==> src/rtl/mypkg.sv <==
`default_nettype none
// -----------------------------------------------------------------------------
// mypkg : command codes, address-field widths and FIFO entry type
// Rev 1.0
// -----------------------------------------------------------------------------
package mypkg;
  localparam int CMD_W       = 4;
  localparam int ADDR_BITS   = 32;
  localparam int OFFSET_BITS = 6;
  localparam int INDEX_BITS  = 14;
  localparam int TAG_BITS    = ADDR_BITS - INDEX_BITS - OFFSET_BITS;

  typedef enum logic [CMD_W-1:0] {
    READ       = 4'd0,
    WRITE      = 4'd1,
    I_FETCH    = 4'd2,
    L2_INVAL   = 4'd3,
    L2_DATA_RQ = 4'd4,
    CLR        = 4'd8,
    PRINT      = 4'd9
  } cmd_e;

  typedef enum logic [1:0] {
    S_IDLE     = 2'd0,
    S_SEND     = 2'd1,
    S_CLR_WAIT = 2'd2
  } state_e;

  typedef struct packed {
    logic [CMD_W-1:0]     cmd;
    logic [ADDR_BITS-1:0] addr;
  } cmd_entry_t;

  localparam int ENTRY_W = $bits(cmd_entry_t);

  function automatic logic [31:0] sat_inc(input logic [31:0] v);
    return (v == 32'hFFFF_FFFF) ? v : v + 32'd1;
  endfunction
endpackage
`default_nettype wire

==> src/rtl/cmd_fifo.sv <==
`default_nettype none
// -----------------------------------------------------------------------------
// cmd_fifo : synchronous FIFO with registered count, full/empty flags
// Rev 1.0
// -----------------------------------------------------------------------------
module cmd_fifo #(
  parameter int DEPTH = 4,
  parameter int WIDTH = 36
) (
  input  logic                     clk,
  input  logic                     rst_n,
  input  logic                     push_i,
  input  logic [WIDTH-1:0]         wdata_i,
  input  logic                     pop_i,
  output logic [WIDTH-1:0]         rdata_o,
  output logic                     full_o,
  output logic                     empty_o,
  output logic [$clog2(DEPTH):0]   count_o
);
  localparam int PTR_W = $clog2(DEPTH);
  localparam int CNT_W = PTR_W + 1;

  logic [WIDTH-1:0] mem_q [DEPTH];
  logic [PTR_W-1:0] wr_ptr_q, rd_ptr_q;
  logic [CNT_W-1:0] count_q;
  logic             push_ok, pop_ok;

  assign push_ok = push_i && !full_o;
  assign pop_ok  = pop_i && !empty_o;
  assign full_o  = (count_q == CNT_W'(DEPTH));
  assign empty_o = (count_q == '0);
  assign count_o = count_q;
  assign rdata_o = mem_q[rd_ptr_q];

  always_ff @(posedge clk) begin
    if (push_ok) mem_q[wr_ptr_q] <= wdata_i;
  end

  // Pointers wrap naturally because DEPTH is a power of two.
  always_ff @(posedge clk or negedge rst_n) begin
    if (!rst_n) begin
      wr_ptr_q <= '0;
      rd_ptr_q <= '0;
      count_q  <= '0;
    end else begin
      if (push_ok) wr_ptr_q <= wr_ptr_q + 1'b1;
      if (pop_ok)  rd_ptr_q <= rd_ptr_q + 1'b1;
      case ({push_ok, pop_ok})
        2'b10:   count_q <= count_q + 1'b1;
        2'b01:   count_q <= count_q - 1'b1;
        default: count_q <= count_q;
      endcase
    end
  end
endmodule
`default_nettype wire

==> src/rtl/cache_cmd_dispatch.sv <==
`default_nettype none
// -----------------------------------------------------------------------------
// cache_cmd_dispatch : buffers trace commands and routes them to D/I caches
// Rev 1.0
// -----------------------------------------------------------------------------
module cache_cmd_dispatch
  import mypkg::*;
#(
  parameter int FIFO_DEPTH = 4,
  parameter int ADDR_W     = ADDR_BITS,
  parameter int OFFSET_W   = OFFSET_BITS,
  parameter int INDEX_W    = INDEX_BITS,
  parameter int TAG_W      = TAG_BITS
) (
  input  logic                clk,
  input  logic                rst_n,
  input  logic                in_valid,
  output logic                in_ready,
  input  logic [CMD_W-1:0]    in_cmd,
  input  logic [ADDR_W-1:0]   in_addr,
  output logic                d_valid,
  input  logic                d_ready,
  output logic [CMD_W-1:0]    d_cmd,
  output logic [TAG_W-1:0]    d_tag,
  output logic [INDEX_W-1:0]  d_index,
  output logic [OFFSET_W-1:0] d_offset,
  output logic                i_valid,
  input  logic                i_ready,
  output logic                i_inval,
  output logic [TAG_W-1:0]    i_tag,
  output logic [INDEX_W-1:0]  i_index,
  output logic [OFFSET_W-1:0] i_offset,
  output logic                clr_req,
  input  logic                clr_ack_d,
  input  logic                clr_ack_i,
  output logic                print_pulse,
  output logic                bad_cmd,
  output logic [31:0]         cnt_read,
  output logic [31:0]         cnt_write,
  output logic [31:0]         cnt_fetch,
  output logic                busy
);
  localparam int CNT_W = $clog2(FIFO_DEPTH) + 1;

  cmd_entry_t         push_entry, head;
  logic               fifo_full, fifo_empty, push, pop, more;
  logic [CNT_W-1:0]   fifo_count;
  state_e             state_q, state_d;
  logic               d_done_q, d_done_d, i_done_q, i_done_d;
  logic               ack_d_q, ack_d_d, ack_i_q, ack_i_d;
  logic               clr_cnt;
  logic [31:0]        cnt_read_q, cnt_write_q, cnt_fetch_q;
  logic               head_vld, sending, d_fire, i_fire;
  logic               is_d, is_ifetch, is_inval, is_print, is_clr, is_bad;
  logic [TAG_W-1:0]   tag_f;
  logic [INDEX_W-1:0] index_f;
  logic [OFFSET_W-1:0] offset_f;

  assign push_entry = '{cmd: in_cmd, addr: in_addr};
  assign push       = in_valid && !fifo_full;
  assign in_ready   = !fifo_full;

  cmd_fifo #(.DEPTH(FIFO_DEPTH), .WIDTH(ENTRY_W)) u_fifo (
    .clk     (clk),
    .rst_n   (rst_n),
    .push_i  (push),
    .wdata_i (push_entry),
    .pop_i   (pop),
    .rdata_o (head),
    .full_o  (fifo_full),
    .empty_o (fifo_empty),
    .count_o (fifo_count)
  );

  always_comb begin
    is_d = 1'b0; is_ifetch = 1'b0; is_inval = 1'b0;
    is_print = 1'b0; is_clr = 1'b0; is_bad = 1'b0;
    case (head.cmd)
      READ, WRITE, L2_DATA_RQ: is_d      = 1'b1;
      L2_INVAL:                is_inval  = 1'b1;
      I_FETCH:                 is_ifetch = 1'b1;
      CLR:                     is_clr    = 1'b1;
      PRINT:                   is_print  = 1'b1;
      default:                 is_bad    = 1'b1;
    endcase
  end

  assign head_vld = !fifo_empty;
  assign sending  = (state_q == S_SEND) && head_vld;
  assign d_valid  = sending && (is_d || (is_inval && !d_done_q));
  assign i_valid  = sending && (is_ifetch || (is_inval && !i_done_q));
  assign d_fire   = d_valid && d_ready;
  assign i_fire   = i_valid && i_ready;

  // Fields are zeroed while the FIFO is empty so idle outputs read as reset values.
  assign tag_f    = head_vld ? head.addr[ADDR_W-1:OFFSET_W+INDEX_W] : '0;
  assign index_f  = head_vld ? head.addr[OFFSET_W+INDEX_W-1:OFFSET_W] : '0;
  assign offset_f = head_vld ? head.addr[OFFSET_W-1:0] : '0;
  assign d_tag    = tag_f;
  assign d_index  = index_f;
  assign d_offset = offset_f;
  assign i_tag    = tag_f;
  assign i_index  = index_f;
  assign i_offset = offset_f;
  assign d_cmd    = head_vld ? head.cmd : '0;
  assign i_inval  = head_vld && is_inval;

  assign clr_req     = (state_q == S_CLR_WAIT);
  assign print_pulse = sending && is_print;
  assign bad_cmd     = sending && is_bad;
  assign busy        = head_vld || clr_req;
  assign more        = push || (fifo_count > CNT_W'(1));

  always_comb begin
    state_d  = state_q;
    pop      = 1'b0;
    clr_cnt  = 1'b0;
    d_done_d = d_done_q;
    i_done_d = i_done_q;
    ack_d_d  = ack_d_q;
    ack_i_d  = ack_i_q;
    case (state_q)
      S_IDLE: if (head_vld || push) state_d = S_SEND;
      S_SEND: begin
        if (!head_vld) begin
          state_d = S_IDLE;
        end else if (is_clr) begin
          state_d = S_CLR_WAIT;
        end else if (is_inval) begin
          if ((d_done_q || d_fire) && (i_done_q || i_fire)) begin
            pop      = 1'b1;
            d_done_d = 1'b0;
            i_done_d = 1'b0;
          end else begin
            d_done_d = d_done_q || d_fire;
            i_done_d = i_done_q || i_fire;
          end
        end else if (is_d) begin
          pop = d_fire;
        end else if (is_ifetch) begin
          pop = i_fire;
        end else begin
          pop = 1'b1;
        end
      end
      S_CLR_WAIT: begin
        if ((ack_d_q || clr_ack_d) && (ack_i_q || clr_ack_i)) begin
          pop     = 1'b1;
          clr_cnt = 1'b1;
          ack_d_d = 1'b0;
          ack_i_d = 1'b0;
        end else begin
          ack_d_d = ack_d_q || clr_ack_d;
          ack_i_d = ack_i_q || clr_ack_i;
        end
      end
      default: state_d = S_IDLE;
    endcase
    if (pop) state_d = more ? S_SEND : S_IDLE;
  end

  always_ff @(posedge clk or negedge rst_n) begin
    if (!rst_n) begin
      state_q  <= S_IDLE;
      d_done_q <= 1'b0;
      i_done_q <= 1'b0;
      ack_d_q  <= 1'b0;
      ack_i_q  <= 1'b0;
    end else begin
      state_q  <= state_d;
      d_done_q <= d_done_d;
      i_done_q <= i_done_d;
      ack_d_q  <= ack_d_d;
      ack_i_q  <= ack_i_d;
    end
  end

  always_ff @(posedge clk or negedge rst_n) begin
    if (!rst_n) begin
      cnt_read_q  <= '0;
      cnt_write_q <= '0;
      cnt_fetch_q <= '0;
    end else if (clr_cnt) begin
      cnt_read_q  <= '0;
      cnt_write_q <= '0;
      cnt_fetch_q <= '0;
    end else begin
      if (d_fire && head.cmd == READ)    cnt_read_q  <= sat_inc(cnt_read_q);
      if (d_fire && head.cmd == WRITE)   cnt_write_q <= sat_inc(cnt_write_q);
      if (i_fire && head.cmd == I_FETCH) cnt_fetch_q <= sat_inc(cnt_fetch_q);
    end
  end

  assign cnt_read  = cnt_read_q;
  assign cnt_write = cnt_write_q;
  assign cnt_fetch = cnt_fetch_q;
endmodule
`default_nettype wire

==> config.mk <==
export PLATFORM = sky130hd
export DESIGN_NAME = cache_cmd_dispatch
export DESIGN_NICKNAME = d
export VERILOG_FILES = /design/src/rtl/mypkg.sv /design/src/rtl/cmd_fifo.sv /design/src/rtl/cache_cmd_dispatch.sv
export SDC_FILE = /design/constraint.sdc
export NUM_CORES = 1
export LEC_CHECK = 0
export CORE_MARGIN = 2
export CORE_UTILIZATION = 57
export CTS_CLUSTER_DIAMETER = 40
export CTS_CLUSTER_SIZE = 25
export DETAILED_ROUTE_END_ITERATION = 7
export GPL_TIMING_DRIVEN = 0
export HOLD_SLACK_MARGIN = 0.12
export PLACE_DENSITY = 0.95
export SYNTH_ARGS = -nofsm -noshare
export SYNTH_HDL_FRONTEND = slang
export SYNTH_SLANG_ARGS = --single-unit
==> constraint.sdc <==
create_clock -name clk -period 10.5 [get_ports clk]
set_clock_uncertainty 0.2 [all_clocks]
set_input_delay 2.1 -clock clk [delete_from_list [all_inputs] [get_ports clk]]
set_output_delay 2.1 -clock clk [all_outputs]
set_load 0.005 [all_outputs]
**Word level (Yosys, flattened, before mapping)**

Memories as Yosys holds them, arrays and structs flattened.
Cells that the tools add are included.

- Input port bits: 43
- Bits in writable memories: 144
- Word-level logic and storage cells: 128
- Output and inout bits: 172
- Register bits: 109
- Memories kept: 1

Memory list:

| name | words | bits a word | read ports | clocked after memory_dff | wr ports | RTL line | RTL |
|---|---|---|---|---|---|---|---|
| u_fifo.mem_q | 4 | 36 | 1 | 0 | 1 | cmd_fifo.sv:23 | `logic [WIDTH-1:0] mem_q [DEPTH];` |

- Equal/unequal tests: 20
- $lt $le $gt $ge: 1
- Add/sub/neg operators: 7
- Bitwise gates (word level): 2
- Multiplexer cells: 41
- Reductions and logical operators: 45

Operator list:

| cell | count |
|---|---|
| $mux 32 | 9 |
| $add 32x1->32 const B | 3 |
| $eq 32x32->1 const B | 3 |
| $mux 1 | 21 |
| $logic_and 1x1->1 | 18 |
| $mux 14 | 1 |
| $mux 12 | 1 |
| $logic_or 1x1->1 | 9 |
| $eq 4x2->1 const B | 2 |
| $eq 4x4->1 const B | 2 |
| $mux 2 | 4 |
| $reduce_bool 2->1 | 4 |
| $reduce_or 7->1 | 1 |
| $mux 6 | 1 |
| $ne 2x2->1 const B | 3 |
| $pmux 2 s3 | 1 |
| $pmux 3 s2 | 1 |
| $reduce_and 2->1 | 3 |
| $add 2x1->2 const B | 2 |
| $eq 2x1->1 const B | 2 |
| $eq 2x2->1 const B | 2 |
| $eq 4x1->1 const B | 1 |
| $eq 4x3->1 const B | 1 |
| $logic_not 1->1 | 4 |
| other kinds (16) | 17 |

**Depth between registers and ports, before layout**

Gate-level depths: netlist of run 1.
An unclocked memory read counts as a cell.

- Depth after elaboration: 17
- Depth in mapped cells: 13
- Depth with buffers taken out: 12

**Cells and area by module**

A second synthesis of run 1 with hierarchy kept.

- Cell total of the unflattened synthesis: 955
- Area, all modules: 12107.9 sq um

Modules (own cells, without submodules):

| module | area each (sq um) | cells an instance | sequential area each (sq um) | times used |
|---|---|---|---|---|
| cache_cmd_dispatch | 6492.5 | 729 | 2552.4 | 1 |
| cmd_fifo | 5615.4 | 226 | 4499.3 | 1 |

**Least setup slack after synthesis of run 1**

OpenSTA, ideal clock, no wires.

- Kind: input to register
- Start point: in d_ready
- End point: reg cnt_write_q[31], in the netlist cnt_write[31]
- Required time: 10.222 ns
- Setup time: 0.078 ns
- Slack: 5.843 ns
- Path buffers: 2
- Stages: 8
- Arrival time: 4.379 ns
- Cells stage by stage: inv_1 or4_4 or4_1 buf_2 or4_4 buf_6 or3_1 a21oi_1

- Cells in the longest elaborated chain, start to end: 4

Ends and longest elaborated chain:

| what | RTL line | RTL |
|---|---|---|
| start, declared | cache_cmd_dispatch.sv:22 | `input logic d_ready,` |
| $logic_and 1x1->1 | cache_cmd_dispatch.sv:92 | `assign d_fire = d_valid && d_ready;` |
| $logic_and 1x1->1 | cache_cmd_dispatch.sv:189 | `if (d_fire && head.cmd == WRITE) cnt_write_q <= sat_inc(cnt_write_q);` |
| $reduce_bool 2->1 (no line) | -- |  |
| $reduce_and 2->1 (no line) | -- |  |
| end signal, assigned | cache_cmd_dispatch.sv:189 |  |
| end, declared | cache_cmd_dispatch.sv:52 | `logic [31:0] cnt_read_q, cnt_write_q, cnt_fetch_q;` |

No other way between the ends.
A chain may end at the register's enable or synchronous reset.

**Final worst setup path of run 1**

- Start point: reg u_fifo.rd_ptr_q[0]
- End point: out i_inval

- Cells in the longest elaborated chain, start to end: 4

Ends and longest elaborated chain:

| what | RTL line | RTL |
|---|---|---|
| start, declared | cmd_fifo.sv:24 | `logic [PTR_W-1:0] wr_ptr_q, rd_ptr_q;` |
| start signal, assigned | cmd_fifo.sv:47 | `if (pop_ok) rd_ptr_q <= rd_ptr_q + 1'b1;` |
| $mem_v2 4x36 | -- |  |
| $eq 4x2->1 | cache_cmd_dispatch.sv:78 | `case (head.cmd)` |
| $mux 1 | cache_cmd_dispatch.sv:78 |  |
| $logic_and 1x1->1 | cache_cmd_dispatch.sv:106 | `assign i_inval = head_vld && is_inval;` |
| end, declared | cache_cmd_dispatch.sv:29 | `output logic i_inval,` |

No other way between the ends.

==> flow_metrics.tcl, run 1 <==
set metrics [dict create \
    core_area_sq_um 20200 \
    post-route-util_pct 76.4 \
    htreeDepth 2 \
    yosysWarnings 0 \
    placed_cells 1415 \
    pre_cts_slack_ns 5.20 \
    worstSetupPathType "reg -> out" \
    r2r_start "u_fifo.rd_ptr_q[0]$_DFFE_PN0P_" \
    period_share_pct 53.2 \
    grt_util_all_layers_pct 29.1 \
    cts_tree "done" \
    viasPerCell 6.00 \
    drive_gt1_share_pct 12.5 \
    io_buffers 214 \
    reg2reg_to "u_fifo.count_o[2]$_DFFE_PN0P_" \
    avgSynthCellArea_sq_um 12.7 \
    slew_headroom_pct 31.1 \
    clk_pin_slew_ns 0.06 \
    antenna_found_initial 0 \
    initial_core_util_pct 58.1 \
    grt_pass1_vias 8977 \
    reg2reg_depth 12 \
    finalWirelength_mm 31.3 \
    final_area_sq_um 15500 \
    antenna_left 0 \
    endpoint_kind "primary output" \
    yosysSeqAreaShare_pct 60.0 \
    fin_cells 1475 \
    syn_inst 928 \
    synth-main-ff-cell "edfxtp_1" \
    crit_end "i_inval" \
    synth-edff-count 144 \
    slew_violations 0 \
    wire_per_inst_um 21.2 \
    tightestPinTransition_ns 1.03 \
    hold_violations 0 \
    power_mw 4.05 \
    cts_buffers 34 \
    setup_slack_ns 4.91 \
    route.vias.total 8845 \
    async_flop_share_pct 43.1 \
    dr.pass1.iters 5 \
    die-area_sq_um 21800 \
    cp-start-kind "flip-flop" \
    area_delta_synth_final_pct 31.5 \
    crit_arrival_ns 3.29 \
    hold_class "reg -> reg" \
    fmax_mhz 179 \
    placed_area_sq_um 14300 \
    gp_congestion 0.940 \
    die_w_um 148 \
    grt_max_degree 65 \
    ys_ff_latch 253 \
    pin_count 215 \
    yosysTopAreaCellShare_pct 36.8 \
    cts_root_buf "clkbuf_16" \
    ir_worst_vdd_uv 269 \
    hold_start "d_done_q$_DFFE_PN0P_" \
    postCtsHoldBufs 0 \
    die_h_um 148 \
    grt_pass1_wl_mm 49.3 \
    synth_fp_nets 986 \
    cp_max_fo 10 \
    rsz0062_at_grt "no" \
    critical_path_required_ns 8.20 \
    rows 52 \
    finalSetupViolCount 0 \
    setup_tns_ns 0 \
    synth.distinct_cells 58 \
    fin_nets 1239 \
    cts_resized 0 \
    powerDensity_nw_per_um2 262 \
    clock_path_buffers 3 \
    drcViolationCount 0 \
    clock_sinks 253 \
    synth_area_sq_um 11800 \
    reg2reg_slack_ns 6.54 \
    min_period_ns 5.59 \
    yosys.area.top_type "edfxtp_1" \
    cellLeakagePower_nw 5.82 \
    whs_ns 0.321 \
    grt-ovfl-total 0 \
    max_cap_violations 0 \
    ys_top_cells_by_area "edfxtp_1 (37%), dfrtp_1 (23%), mux4_2 (6.7%)" \
    hpwlAfterDp_mm 20.7 \
    clkLatencyLatePin_ns 0.51 \
    cts_setup_buffers 0 \
    critical_path.startpoint "u_fifo.rd_ptr_q[0]$_DFFE_PN0P_" \
    dr.first_iter.drc_count 658 \
    status "finished clean" \
]
layout make-up:
cell class / count / area, sq um
Sequential cell: 253 / 7050
Fill cell: 1131 / 4770
Multi-Input combinational cell: 585 / 4230
Timing Repair Buffer: 217 / 2210
Clock buffer: 40 / 915
Buffer: 69 / 397
Tap cell: 270 / 338
Clock inverter: 19 / 234
Inverter: 21 / 78.8
Antenna cell: 1 / 2.50
Yosys cell counts (2+ instances only):
cell / instances
and3_1: 26
o2111ai_1: 7
buf_2: 2
or3_1: 19
nor4_1: 27
mux4_2: 35
xor2_1: 26
buf_4: 32
mux2_2: 3
o21a_1: 6
xnor2_1: 38
nor3b_1: 3
nor3_1: 17
nand2b_1: 6
inv_1: 21
or4_4: 2
a31oi_1: 4
nor4b_1: 3
nand4b_1: 2
a41o_1: 3
o31ai_1: 7
ha_1: 15
nand2_1: 42
a31o_2: 3
buf_1: 4
nand4_1: 21
o211ai_1: 5
dfrtp_1: 109
o21ai_0: 25
nor2_1: 82
a21oi_1: 35
nand3_1: 40
and2_1: 41
a221oi_1: 2
clkbuf_1: 29
and4_1: 5
or2_2: 2
edfxtp_1: 144
or4_1: 10
buf_6: 2
mux2i_1: 6
worst min-delay path by stage:
| stage | end | slack [ns] | depth (start not counted) |
|---|---|---|---|
| after floorplan | ack_d_q$_DFFE_PN0P_ | 0.28 | 2 |
| final | d_done_q$_DFFE_PN0P_ | 0.32 | 2 |
| after global placement | ack_d_q$_DFFE_PN0P_ | 0.30 | 2 |
| after global routing | u_fifo.count_o[1]$_DFFE_PN0P_ | 0.36 | 2 |
| after detailed placement | d_done_q$_DFFE_PN0P_ | 0.31 | 2 |
| after CTS | d_done_q$_DFFE_PN0P_ | 0.32 | 2 |
placed cells by master, fill, tap and decap left out, drive strengths merged, types with 7 or more instances in the layout:
cell type | Yosys | routed
mux4 | 36 | 36
edfxtp | 144 | 144
clkdlybuf4s50 | 0 | 213
o21ai | 26 | 26
clkbuf | 29 | 69
o31ai | 7 | 7
or4 | 12 | 12
ha | 15 | 15
xnor2 | 38 | 38
a21oi | 35 | 35
nor3 | 18 | 18
or3 | 20 | 20
dfrtp | 109 | 109
and3 | 27 | 27
nor2 | 82 | 82
buf | 40 | 44
o2111ai | 7 | 7
nor4 | 28 | 28
nand3 | 40 | 40
and2 | 43 | 43
xor2 | 26 | 26
nand2 | 42 | 42
nand4 | 21 | 21
clkinv | 0 | 9
inv | 21 | 24
logic make-up (layout without fill, tap and decap cells):
kind of cell,count (synthesis),after routing,share of synthesized area [%]
adders and majority gates,15,15,1.60
muxes,45,45,7.73
DFF,253,253,60.0
xor gates and xnor gates,64,64,4.77
and+or+nand+nor,359,359,16.5
AOI/OAI and AO/OA,102,102,5.41
buffers and inverters,90,366,4.04
other,0,1,0
worst max-delay path, cell delays in order (launching register included):
cell and delay, ns:
dfrtp_1 0.44, buf_6 0.20, mux4_2 0.64, or3b_2 0.50
clkbuf_1 0.19, nor3_1 0.24, clkdlybuf4s50_1 0.58
where the power goes:
group,internal [mW],switching (mW),total [mW]
registers,1.24,0.0953,1.33
clock network,0.746,0.424,1.17
logic,0.861,0.692,1.55
total,2.84,1.21,4.05
layer usage:
layer / global-route usage (%) / vias up / share of wire, % / wire (um)
met5: 0 / - / 0 / 0
met2: 49.9 / 456 / 51 / 16000
met3: 5.68 / 73 / 8.1 / 2550
li1: - / 3954 / - / -
met1: 36.5 / 4362 / 38 / 11800
met4: 11.8 / 0 / 3.1 / 978
sequential cells by signal, summed over array words and instances, names as in the netlist:
name and count:
d_done_q 1, ack_d_q 1, u_fifo.count_o 3, i_done_q 1, ack_i_q 1, u_fifo.wr_ptr_q 2
u_fifo.rd_ptr_q 2, cnt_write 32, cnt_fetch 32, u_fifo.mem_q 144, cnt_read 32, state_q 2
Power figures use the tool's default switching activity.
==> inputs of run 2 (changes only) <==
--- a/config.mk
+++ b/config.mk
@@ -6,13 +6,13 @@
 export NUM_CORES = 1
 export LEC_CHECK = 0
 export CORE_MARGIN = 2
-export CORE_UTILIZATION = 57
+export CORE_UTILIZATION = 48
 export CTS_CLUSTER_DIAMETER = 40
 export CTS_CLUSTER_SIZE = 25
 export DETAILED_ROUTE_END_ITERATION = 7
 export GPL_TIMING_DRIVEN = 0
 export HOLD_SLACK_MARGIN = 0.12
-export PLACE_DENSITY = 0.95
+export PLACE_DENSITY = 0.88
 export SYNTH_ARGS = -nofsm -noshare
 export SYNTH_HDL_FRONTEND = slang
 export SYNTH_SLANG_ARGS = --single-unit
==> constraint.sdc (replaced) <==
create_clock -name clk -period 5.1 [get_ports clk]
set_clock_uncertainty 0.2 [all_clocks]
set_input_delay 1.02 -clock clk [delete_from_list [all_inputs] [get_ports clk]]
set_output_delay 1.02 -clock clk [all_outputs]
set_load 0.005 [all_outputs]
==> flow_metrics.tcl, run 2 (synthesis gave the netlist of run 1 again) <==
set metrics [dict create \
    critical_path_required_ns 3.88 \
    post-route-util_pct 64.0 \
    hold_start "u_fifo.count_o[2]$_DFFE_PN0P_" \
    antenna_left 0 \
    multi_input_area_sq_um 4230 \
    crit_arrival_ns 3.30 \
    finalWirelength_mm 27.9 \
    viasPerCell 5.66 \
    critPathSlowestCell "mux4_2" \
    hold_class "reg -> reg" \
    fin_nets 1238 \
    core_area_sq_um 24200 \
    route.vias.total 8646 \
    cts_root_buf "clkbuf_16" \
    postCtsHoldBufs 0 \
    grt-ovfl-total 0 \
    cts_tree "done" \
    clk_pin_slew_ns 0.06 \
    die-area_sq_um 25800 \
    reg2reg_depth 9 \
    met2_usage_pct 36.9 \
    fillers 1756 \
    cp_max_fo 10 \
    regMostFlops "u_fifo.mem_q" \
    ir_worst_vdd_uv 537 \
    hpwlAfterDp_mm 19.7 \
    final_area_sq_um 15500 \
    pin_count 215 \
    largest_register_ffs 144 \
    clock_path_buffers 3 \
    slew_headroom_pct 39.8 \
    status "finished clean" \
    worst_path_largest_cell_delay_ns 0.61 \
    cts_buffers 31 \
    antenna_cells 0 \
    grt_pass1_vias 8523 \
    r2r_start "u_fifo.rd_ptr_q[0]$_DFFE_PN0P_" \
    area_delta_synth_final_pct 31.6 \
    min_period_ns 4.52 \
    hold_violations 0 \
    power_mw 8.03 \
    clkLatencyLatePin_ns 0.55 \
    fmax_mhz 221 \
    powerDensity_nw_per_um2 519 \
    die_w_um 161 \
    final_cell_mix "clkdlybuf4s50_1 (213), edfxtp_1 (144), dfrtp_1 (109)" \
    tightestPinTransition_ns 0.895 \
    htreeDepth 1 \
    clock_sinks 253 \
    reg2reg_to "cnt_fetch[9]$_DFFE_PN0P_" \
    rsz0062_at_grt "no" \
    cts_resized 0 \
    io_buffers 214 \
    whs_path_depth 1 \
    die_h_um 161 \
    final_common_cell "clkdlybuf4s50_1" \
    period_share_pct 88.6 \
    worstSetupPathType "reg -> out" \
    dr.first_iter.drc_count 759 \
    cts_setup_buffers 0 \
    rows 57 \
    grt_util_all_layers_pct 21.5 \
    min_to "u_fifo.count_o[2]$_DFFE_PN0P_" \
    placed_area_sq_um 14400 \
    use_met3_pct 4.65 \
    grt_pass1_wl_mm 44.5 \
    finalSetupViolCount 0 \
    wire_per_inst_um 18.3 \
    path_buf_inv 3 \
    cp-start-kind "flip-flop" \
    endpoint_kind "primary output" \
    seq_area_sq_um 7050 \
    dr.pass1.iters 7 \
    gp_congestion 0.930 \
    grt_max_degree 69 \
    drcViolationCount 0 \
    crit_chain "buf_6 -> mux4_2 -> or3b_2 -> clkbuf_1 -> nor2_1 -> clkdlybuf4s50_1" \
    drive_gt1_share_pct 12.5 \
    slew_violations 0 \
    top_usage_layer "met2" \
    reg2reg_slack_ns 1.23 \
    cellLeakagePower_nw 5.79 \
    antenna_found_initial 0 \
    max_cap_violations 0 \
    grt.met1_usage_pct 27.8 \
    cp_top_family "buffers and inverters" \
    initial_core_util_pct 48.6 \
]
-- run 2: cell types whose count changed in the layout (fill, tap and decap cells not counted), sizes merged --
cell	change
clkinv	-1
clkinvlp	-1
diode	-1
bufinv	-1
inv	+5
clkbuf	-4
buf	+2
-- run 2: worst max-delay path by stage --
stage,startpoint,end,slack [ns],depth (start not counted)
after CTS,u_fifo.rd_ptr_q[0]$_DFFE_PN0P_,i_tag[3],0.54,6
after detailed placement,d_ready,cnt_write[31]$_DFFE_PN0P_,0.87,9
after global placement,rst_n,cnt_read[1]$_DFFE_PN0P_,-1.39,1
final,u_fifo.rd_ptr_q[0]$_DFFE_PN0P_,i_valid,0.58,6
after global routing,u_fifo.rd_ptr_q[0]$_DFFE_PN0P_,i_tag[3],0.39,6
after floorplan,d_ready,cnt_write[31]$_DFFE_PN0P_,1.52,8
-- run 2: layer usage --
layer	vias to the layer above	routed length, um
met4	0	743
li1	3948	-
met1	4262	11400
met2	363	13700
met3	73	2140
met5	-	0
-- run 2: where the power goes --
group / internal, mW / switching, mW / leakage (nW)
combinational: 1.78 / 1.30 / 2.48
clock: 1.36 / 0.869 / 0.525
sequential: 2.54 / 0.182 / 2.79
total: 5.68 / 2.35 / 5.79
-- run 2: area by class of cell --
type                            count  area share (%)
Clock buffer                       36            5.26
Multi-Input combinational cell    585            27.4
Tap cell                          324            2.62
Timing Repair Buffer              219            14.5
Clock inverter                     21            1.63
Sequential cell                   253            45.6
Inverter                           21           0.509
Buffer                             69            2.56
-- run 2: stage by stage --
| step | TNS, ns | hold WS (ns) | setup WS (ns) | cells |
|---|---|---|---|---|
| finish | 0 | 0.322 | 0.583 | 1528 |
| global placement | -150.03 | 0.304 | -1.39 | 1466 |
| detailed placement | 0 | 0.315 | 0.867 | 1471 |
| floorplan | 0 | 0.279 | 1.52 | 928 |
| CTS | 0 | 0.324 | 0.536 | 1528 |
| global route | 0 | 0.348 | 0.390 | 1528 |
==> inputs of run 3 (changes only) <==
--- a/config.mk
+++ b/config.mk
@@ -13,6 +13,7 @@
 export GPL_TIMING_DRIVEN = 0
 export HOLD_SLACK_MARGIN = 0.12
 export PLACE_DENSITY = 0.88
+export SLEW_MARGIN = 40
 export SYNTH_ARGS = -nofsm -noshare
 export SYNTH_HDL_FRONTEND = slang
 export SYNTH_SLANG_ARGS = --single-unit
==> flow_metrics.tcl, run 3 (synthesis gave the netlist of run 1 again) <==
set metrics [dict create \
    status "finished clean" \
    cts_root_buf "clkbuf_16" \
    die-area_sq_um 25800 \
    htreeDepth 2 \
    clk_pin_slew_ns 0.06 \
    pin_count 215 \
    antenna_found_initial 0 \
    final_cell_mix "clkdlybuf4s50_1 (213), edfxtp_1 (144), dfrtp_1 (109)" \
    reg2reg_slack_ns 1.20 \
    grt_max_degree 69 \
    grt_util_all_layers_pct 22.3 \
    cts_tree "done" \
    hpwlAfterDp_mm 19.7 \
    finalWirelength_mm 29.0 \
    gp_congestion 0.930 \
    ir_worst_vdd_uv 430 \
    powerDensity_nw_per_um2 534 \
    grt_pass1_vias 8769 \
    worstSetupPathType "reg -> out" \
    period_share_pct 87.1 \
    setup_tns_ns 0 \
    worst_path_largest_cell_delay_ns 0.62 \
    hold_class "in -> async" \
    antenna_cells 0 \
    drcViolationCount 0 \
    fin_nets 1242 \
    die_h_um 161 \
    crit_chain "buf_6 -> mux4_2 -> or3b_2 -> clkbuf_1 -> nor3_1 -> clkdlybuf4s50_1" \
    area_delta_synth_final_pct 33.1 \
    final_common_cell "clkdlybuf4s50_1" \
    critical_path_required_ns 3.88 \
    initial_core_util_pct 48.6 \
    grt_pass1_wl_mm 45.8 \
    finalSetupViolCount 0 \
    tightestPinTransition_ns 0.806 \
    cp_max_fo 10 \
    cts_buffers 37 \
    largest_register_ffs 144 \
    grt-ovfl-total 0 \
    cts_resized 0 \
    endpoint_kind "primary output" \
    dr.pass1.iters 8 \
    min_period_ns 4.44 \
    rsz0062_at_grt "no" \
    route.vias.total 8758 \
    crit_arrival_ns 3.22 \
    slew_violations 0 \
    drive_gt1_share_pct 12.9 \
    die_w_um 161 \
    viasPerCell 5.73 \
    power_mw 8.35 \
    wire_per_inst_um 18.9 \
    cts_setup_buffers 0 \
    rows 57 \
    antenna_left 0 \
    dr.first_iter.drc_count 770 \
    cp-start-kind "flip-flop" \
    io_buffers 214 \
    regMostFlops "u_fifo.mem_q" \
    postCtsHoldBufs 0 \
    clock_sinks 253 \
    cp_top_family "buffers and inverters" \
    max_cap_violations 0 \
    slew_headroom_pct 45.8 \
    cellLeakagePower_nw 5.86 \
    critPathSlowestCell "mux4_2" \
    clock_path_buffers 3 \
    path_buf_inv 3 \
    hold_violations 0 \
    core_area_sq_um 24200 \
    fmax_mhz 225 \
    clkLatencyLatePin_ns 0.51 \
]
-- run 3: through the flow --
stage	setup slack [ns]	cells	util, %	hold WS, ns	area [sq um]
3_3_place_gp	-1.39	1466	59.2	0.304	14300
6_report	0.660	1529	64.7	0.270	15600
2_1_floorplan	1.52	928	-	0.279	11800
5_1_grt	0.483	1529	64.7	0.305	15600
4_1_cts	0.605	1529	64.6	0.264	15600
3_5_place_dp	0.873	1469	59.5	0.318	14400
-- run 3: final timing paths --
check / startpoint / endpoint / cells past startpoint
max in group asynchronous: rst_n / i_done_q$_DFFE_PN0P_ / 2
worst min-delay path: rst_n / cnt_fetch[1]$_DFFE_PN0P_ / 1
worst min register to register: u_fifo.count_o[2]$_DFFE_PN0P_ / u_fifo.count_o[2]$_DFFE_PN0P_ / 1
min in group clk: u_fifo.count_o[2]$_DFFE_PN0P_ / u_fifo.count_o[2]$_DFFE_PN0P_ / 1
worst max register to register: u_fifo.rd_ptr_q[0]$_DFFE_PN0P_ / cnt_fetch[9]$_DFFE_PN0P_ / 9
worst max-delay path: u_fifo.rd_ptr_q[0]$_DFFE_PN0P_ / i_inval / 6
-- run 3: cell type report --
class	count	area (sq um)
fill	1731	8530
sequential	253	7050
multi-input combinational	585	4270
timing repair buffer	217	2210
clock buffer	43	980
tap	324	405
buffer	69	400
clock inverter	17	259
inverter	21	78.8
-- run 3: metal layers --
metal	global-route usage, %	wire length [um]	up-vias
li1	-	-	3947
met1	28.8	11700	4300
met2	37.5	14000	428
met3	4.60	2290	83
met4	8.15	938	0
met5	0	0	-
-- run 3: report_power, final --
group / total [mW] / internal, mW / switching, mW
clock: 2.54 / 1.63 / 0.905
sequential: 2.73 / 2.54 / 0.184
combinational: 3.09 / 1.77 / 1.32
